File: src/rtl/ms_slave_regfile.sv
// Parametrised register-file slave: N registers with byte-lane writes, registered reads,
// a range of slow registers that insert wait states, and out-of-range error pulses.
module ms_slave_regfile #(
    parameter int DATA_W      = 8,
    parameter int ADDR_W      = 4,
    parameter int NUM_REGS    = 8,
    parameter int SLOW_BASE   = 6,
    parameter int WAIT_CYCLES = 2
) (
    input  logic                         clk,
    input  logic                         rst,
    input  logic                         valid,
    input  logic                         wr,
    input  logic [ADDR_W-1:0]            addr,
    input  logic [DATA_W-1:0]            data,
    input  logic [DATA_W/8-1:0]          wstrb,
    output logic                         sready,
    output logic [DATA_W-1:0]            rdata,
    output logic                         rvalid,
    output logic                         err,
    output logic [NUM_REGS*DATA_W-1:0]   regs_o
);

    localparam int NUM_BYTES = DATA_W / 8;
    localparam int IDX_W     = (NUM_REGS > 1) ? $clog2(NUM_REGS) : 1;
    localparam int CNT_W     = (WAIT_CYCLES > 1) ? $clog2(WAIT_CYCLES) : 1;
    localparam bit HAS_WAIT  = (WAIT_CYCLES != 0);
    localparam logic [CNT_W-1:0] CNT_LOAD = CNT_W'((WAIT_CYCLES > 0) ? WAIT_CYCLES - 1 : 0);

    typedef enum logic {
        S_IDLE,
        S_WAIT
    } state_t;

    state_t             state;
    logic [CNT_W-1:0]   cnt;
    logic [DATA_W-1:0]  regs [NUM_REGS];

    logic [31:0]        addr_ext;
    logic [IDX_W-1:0]   idx;
    logic               in_range;
    logic               is_slow;
    logic               fire;

    assign addr_ext = 32'(addr);
    assign idx      = IDX_W'(addr);
    assign in_range = (addr_ext < 32'(NUM_REGS));
    // Out-of-range addresses are never slow, so they always complete in IDLE.
    assign is_slow  = HAS_WAIT && in_range && (addr_ext >= 32'(SLOW_BASE));

    // NOTE: every signal assigned in always_comb gets a default first so no latch is inferred.
    always_comb begin
        sready = 1'b1;
        case (state)
            S_IDLE: sready = !(valid && is_slow);
            S_WAIT: sready = (cnt == '0);
            default: sready = 1'b1;
        endcase
    end

    assign fire = valid && sready;

    // NOTE: sequential state uses non-blocking assignments so all flops update together at the edge.
    always_ff @(posedge clk) begin
        if (rst) begin
            state <= S_IDLE;
            cnt   <= '0;
        end else begin
            case (state)
                S_IDLE: begin
                    if (valid && is_slow) begin
                        cnt   <= CNT_LOAD;
                        state <= S_WAIT;
                    end
                end
                S_WAIT: begin
                    // Dropping valid mid-wait abandons the access; completion happens via fire.
                    if (!valid || cnt == '0) begin
                        state <= S_IDLE;
                    end else begin
                        cnt <= cnt - 1'b1;
                    end
                end
                default: state <= S_IDLE;
            endcase
        end
    end

    // NOTE: the register array is reset because downstream logic consumes regs_o directly.
    always_ff @(posedge clk) begin
        if (rst) begin
            for (int i = 0; i < NUM_REGS; i++) begin
                regs[i] <= '0;
            end
            rdata  <= '0;
            rvalid <= 1'b0;
            err    <= 1'b0;
        end else begin
            rvalid <= fire && !wr;
            err    <= fire && !in_range;
            if (fire && !wr) begin
                rdata <= in_range ? regs[idx] : '0;
            end
            if (fire && wr && in_range) begin
                for (int b = 0; b < NUM_BYTES; b++) begin
                    if (wstrb[b]) begin
                        regs[idx][b*8 +: 8] <= data[b*8 +: 8];
                    end
                end
            end
        end
    end

    for (genvar i = 0; i < NUM_REGS; i++) begin : g_regs_o
        assign regs_o[i*DATA_W +: DATA_W] = regs[i];
    end

endmodule
File: config.mk
export PLATFORM = sky130hd
export DESIGN_NAME = ms_slave_regfile
export DESIGN_NICKNAME = d
export VERILOG_FILES = /design/src/rtl/ms_slave_regfile.sv
export SDC_FILE = /design/constraint.sdc
export NUM_CORES = 1
export LEC_CHECK = 0
export CORE_ASPECT_RATIO = 1.4
export CORE_MARGIN = 5
export CORE_UTILIZATION = 30
export CTS_BUF_LIST = sky130_fd_sc_hd__clkbuf_4
export DETAILED_ROUTE_END_ITERATION = 7
export GPL_ROUTABILITY_DRIVEN = 0
export SETUP_SLACK_MARGIN = 0.02
export SLEW_MARGIN = 20
export SYNTH_ARGS = -nofsm -noshare
export SYNTH_HDL_FRONTEND = slang
export SYNTH_SLANG_ARGS = --single-unit
export TNS_END_PERCENT = 5
File: constraint.sdc
create_clock -name clk -period 1.8 [get_ports clk]
set_input_delay 0.54 -clock clk [delete_from_list [all_inputs] [get_ports clk]]
set_output_delay 0.54 -clock clk [all_outputs]
set_load 0.01 [all_outputs]
==> metrics.txt <==
# TYPE chip_impl_metric gauge
chip_impl_metric{name="share_seq_of_total_power",unit="%"} 59.8
chip_impl_metric{name="post_synth.cell_area_avg",unit="µm²"} 14.38
chip_impl_metric{name="core",unit="µm²"} 11820
chip_impl_metric{name="fp.dieArea",unit="µm²"} 14360
chip_impl_metric{name="global_route.usage.total",unit="%"} 13.31
chip_impl_metric{name="power.share.switching",unit="%"} 24.09
chip_impl_info{name="critical_path.startpoint",value="wr"} 1
chip_impl_metric{name="antenna_found_initial",unit=""} 1
chip_impl_metric{name="cellLeakagePower",unit="µW"} 0.001938
chip_impl_metric{name="routed_wirelength",unit="µm"} 9228
chip_impl_metric{name="antenna_violating_nets_post_route",unit=""} 0
chip_impl_metric{name="net-switching-power",unit="µW"} 822.5
chip_impl_metric{name="total_congestion_overflow_after_global_routing",unit=""} 0
chip_impl_metric{name="fin_cells",unit=""} 520
chip_impl_metric{name="dr_total_vias",unit=""} 2468
chip_impl_metric{name="area_delta_synth_final",unit="%"} 35.49
chip_impl_metric{name="io_pins",unit=""} 92
chip_impl_metric{name="drt-initial-drc-count",unit=""} 83
chip_impl_metric{name="yosys.area_share.simple",unit="%"} 21.84
chip_impl_metric{name="postSynthRegisterBits",unit=""} 76
chip_impl_metric{name="report.final.hold_viol_count",unit=""} 0
chip_impl_metric{name="buffer_levels_on_the_longest_clock_path",unit=""} 2
chip_impl_metric{name="p_per_area",unit="nW/µm²"} 698.0
chip_impl_info{name="crit_path_end",value="regs[1][5]"} 1
chip_impl_metric{name="postLayoutSetupSlackWorst",unit="ns"} 0.04396
chip_impl_info{name="rr_startpoint",value="state"} 1
chip_impl_metric{name="postCtsHoldBufs",unit=""} 0
chip_impl_metric{name="crit_required",unit="ns"} 1.92
chip_impl_metric{name="clock_power_share",unit="%"} 26.0
chip_impl_metric{name="floorplan.rows",unit=""} 47
chip_impl_metric{name="timing.critical_path.arrival",unit="ns"} 1.87
chip_impl_metric{name="ys_seq_area_share",unit="%"} 59.90
chip_impl_metric{name="period_share",unit="%"} 97.56
chip_impl_metric{name="ys_warnings",unit=""} 0
chip_impl_metric{name="hpwl",unit="µm"} 7227
chip_impl_metric{name="synthAdderAreaFrac",unit="%"} 0
chip_impl_info{name="hold_path_class",value="primary input to flip-flop"} 1
chip_impl_metric{name="post_synth_instance_area",unit="µm²"} 3610
chip_impl_metric{name="internal-power",unit="µW"} 2591
chip_impl_metric{name="cts-buffers-inserted",unit=""} 9
chip_impl_metric{name="timing_worst_slew_pin_value",unit="ns"} 0.3090
chip_impl_info{name="netlist_top_cells_area",value="edfxtp_1, and2_1, mux2i_1, dfxtp_1, nor4_4"} 1
chip_impl_metric{name="layout_cell_share_with_drive_strength_beyond_1",unit="%"} 18.55
chip_impl_metric{name="reg2reg_slack",unit="ns"} 0.19
chip_impl_info{name="critPathCaptureType",value="flip-flop"} 1
chip_impl_metric{name="fin_skew",unit="ns"} 0.01007
chip_impl_info{name="cts_root_buffer",value="clkbuf_4"} 1
chip_impl_metric{name="dpl_worst_slack",unit="ns"} -0.7076
chip_impl_metric{name="final_total_pwr",unit="µW"} 3414
chip_impl_metric{name="port-buffer-count",unit=""} 91
chip_impl_metric{name="detailedRoute.firstPassIterationCount",unit=""} 4
chip_impl_metric{name="viasPerCell",unit=""} 4.746
chip_impl_metric{name="timing.critical_path.fanout_max",unit=""} 8
chip_impl_metric{name="post_synth_inst_count",unit=""} 251
chip_impl_metric{name="synth.area.mux_share",unit="%"} 9.151
chip_impl_info{name="yosys.area.top_type",value="edfxtp_1"} 1
chip_impl_metric{name="finalSetupViolCount",unit=""} 0
chip_impl_metric{name="synth_cell_type_count",unit=""} 30
chip_impl_info{name="rsz0062_at_grt",value="yes"} 1
chip_impl_metric{name="top_area_cell_type_share_of_the_netlist_area",unit="%"} 53.24
chip_impl_info{name="path_class",value="primary input to flip-flop"} 1
chip_impl_info{name="largest_family_of_logic_cells_by_synthesized_area",value="simple AND/OR/NAND/NOR gates"} 1
chip_impl_metric{name="compound_cell_area_share_of_the_yosys_netlist",unit="%"} 6.516
chip_impl_metric{name="clk_pin_slew",unit="ns"} 0.10
chip_impl_metric{name="wire_per_inst",unit="µm"} 17.75
chip_impl_metric{name="syn_nets",unit=""} 268
chip_impl_info{name="outcome",value="finished, final reports clean"} 1
chip_impl_metric{name="power.ir.vdd_worst",unit="mV"} 0.2600
chip_impl_metric{name="fp.dieH",unit="µm"} 139.8
chip_impl_metric{name="final.setup.tns",unit="ns"} 0
chip_impl_metric{name="maxSlewViolCount",unit=""} 0
chip_impl_info{name="reg2reg_to",value="rdata[7]"} 1
chip_impl_info{name="critPathLaunchType",value="primary input"} 1
chip_impl_metric{name="fill_cells",unit=""} 1111
chip_impl_metric{name="timing.final.crit_period",unit="ns"} 1.756
chip_impl_metric{name="grt_start_max_net_pins",unit=""} 17
chip_impl_metric{name="clock_insertion_delay_worst_skew",unit="ns"} 0.41
chip_impl_metric{name="worstRegToRegCells",unit=""} 5
chip_impl_metric{name="initial_utilization",unit="%"} 30.54
chip_impl_metric{name="max_slew_margin",unit="%"} 79.33
chip_impl_metric{name="layout.nets",unit=""} 384
chip_impl_metric{name="grt_pass1_wl",unit="µm"} 13930
chip_impl_metric{name="cts.htree.levels",unit=""} 3
chip_impl_metric{name="drc",unit=""} 0
chip_impl_metric{name="cap_violations",unit=""} 0
chip_impl_metric{name="combinational_cell_fraction_of_total_power",unit="%"} 14.2
chip_impl_metric{name="dp.cells",unit=""} 502
chip_impl_metric{name="fp.dieW",unit="µm"} 102.7
chip_impl_info{name="cts_tree",value="done"} 1
chip_impl_metric{name="max_freq",unit="GHz"} 0.5695
chip_impl_metric{name="clock_sinks",unit=""} 76
chip_impl_metric{name="yosys.area_share.xor_xnor",unit="%"} 0
chip_impl_metric{name="grt_pass1_vias",unit=""} 2521
[state kept, by name, summed over array words and instances (netlist names)]
signal / cells
regs: 64
cnt: 1
rvalid: 1
err: 1
state: 1
rdata: 8
[synthesized netlist by cell type]
library cell  count
dfxtp_1          12
buf_2             6
buf_12            1
and2_1           65
a32o_1            8
and4b_1           1
and4bb_4          1
nor2b_1           2
nand3b_1          3
clkbuf_2          3
nor3b_1           2
a22oi_1          16
or3b_1            3
nor4_1            1
nand3_1           1
nor3_4            1
nor2_1            2
buf_4             1
a211oi_1          1
edfxtp_1         64
nor4_4            8
inv_1             1
clkbuf_1          1
nand4bb_1         1
or3_1             2
or2_2             8
a21bo_2           1
o31a_4            1
clkbuf_8          1
mux2i_1          33
[logic make-up (layout without fill, tap and decap cells)]
kind of cell,count (synthesis),after routing
muxes,33,33
buffers and inverters,14,135
AOI/OAI and AO/OA,27,27
other,0,1
DFF,76,76
and+or+nand+nor,101,101
[cell type report]
type | count | area, µm² | area share (%)
inverter | 1 | 3.754 | 0.07675
sequential | 76 | 2163 | 44.23
timing repair buffer | 118 | 1025 | 20.95
clock buffer | 15 | 112.6 | 2.302
clock inverter | 1 | 3.754 | 0.07675
multi-input combinational | 161 | 1396 | 28.55
tap | 147 | 183.9 | 3.761
antenna | 1 | 2.502 | 0.05116
[power by group through the flow]
stage	sequential, µW	combinational (µW)	clock (µW)
global placement	2090	546	0
finish	2040	483	889
floorplan	2120	200	0
CTS	2040	489	922
detailed placement	2090	552	0
global route	2050	521	998
[worst min path at each step]
stage	to	depth (start not counted)	slack [ns]	start
final	cnt	3	0.43	valid
after global routing	cnt	3	0.40	valid
after CTS	cnt	3	0.39	valid
after detailed placement	rdata[3]	1	0.47	rdata[3]
after global placement	rdata[7]	1	0.46	rdata[7]
after floorplan	cnt	2	0.49	cnt
[per-stage QoR]
step / util, % / area (µm²) / hold slack [ns]
final: 41.38 / 4891 / 0.4257
after global placement: 41.06 / 4853 / 0.4560
after floorplan: - / 3645 / 0.4949
after detailed placement: 41.06 / 4853 / 0.4657
after global routing: 41.38 / 4891 / 0.3986
after CTS: 41.21 / 4871 / 0.3944
[critical path, stage by stage]
cell	delay [ns]
clkdlybuf4s50_1	0.53
nand4bb_4	0.12
buf_6	0.18
nor4_4	0.25
or2_4	0.25
[cells in the final DEF, fill, tap and decap left out, drive strengths merged, types with 2 or more instances in the layout]
cell type      instances
nand3b                 3
or2                    8
buf                   31
clkdlybuf4s50         11
mux2i                 33
edfxtp                64
a32o                   8
nor2                   2
a22oi                 16
or3b                   3
dfxtp                 12
nor2b                  2
dlygate4sd2           74
nor3b                  2
or3                    2
clkbuf                16
and2                  65
nor4                   9
[what timing repair did]
item / CTS / global route
setup endpoints to repair: 211 / 39
setup buffers: 1 / 0
pin swaps: 1 / 2
resized for setup: 91 / 4
[layer usage]
layer	track usage [%]	vias up	wire length [µm]
met5	0	-	0
met4	5.667	0	236
met3	4.006	20	591
met2	23.38	72	5027
met1	14.49	1191	3372
li1	-	1185	-
(Power assumes the default switching activity.)
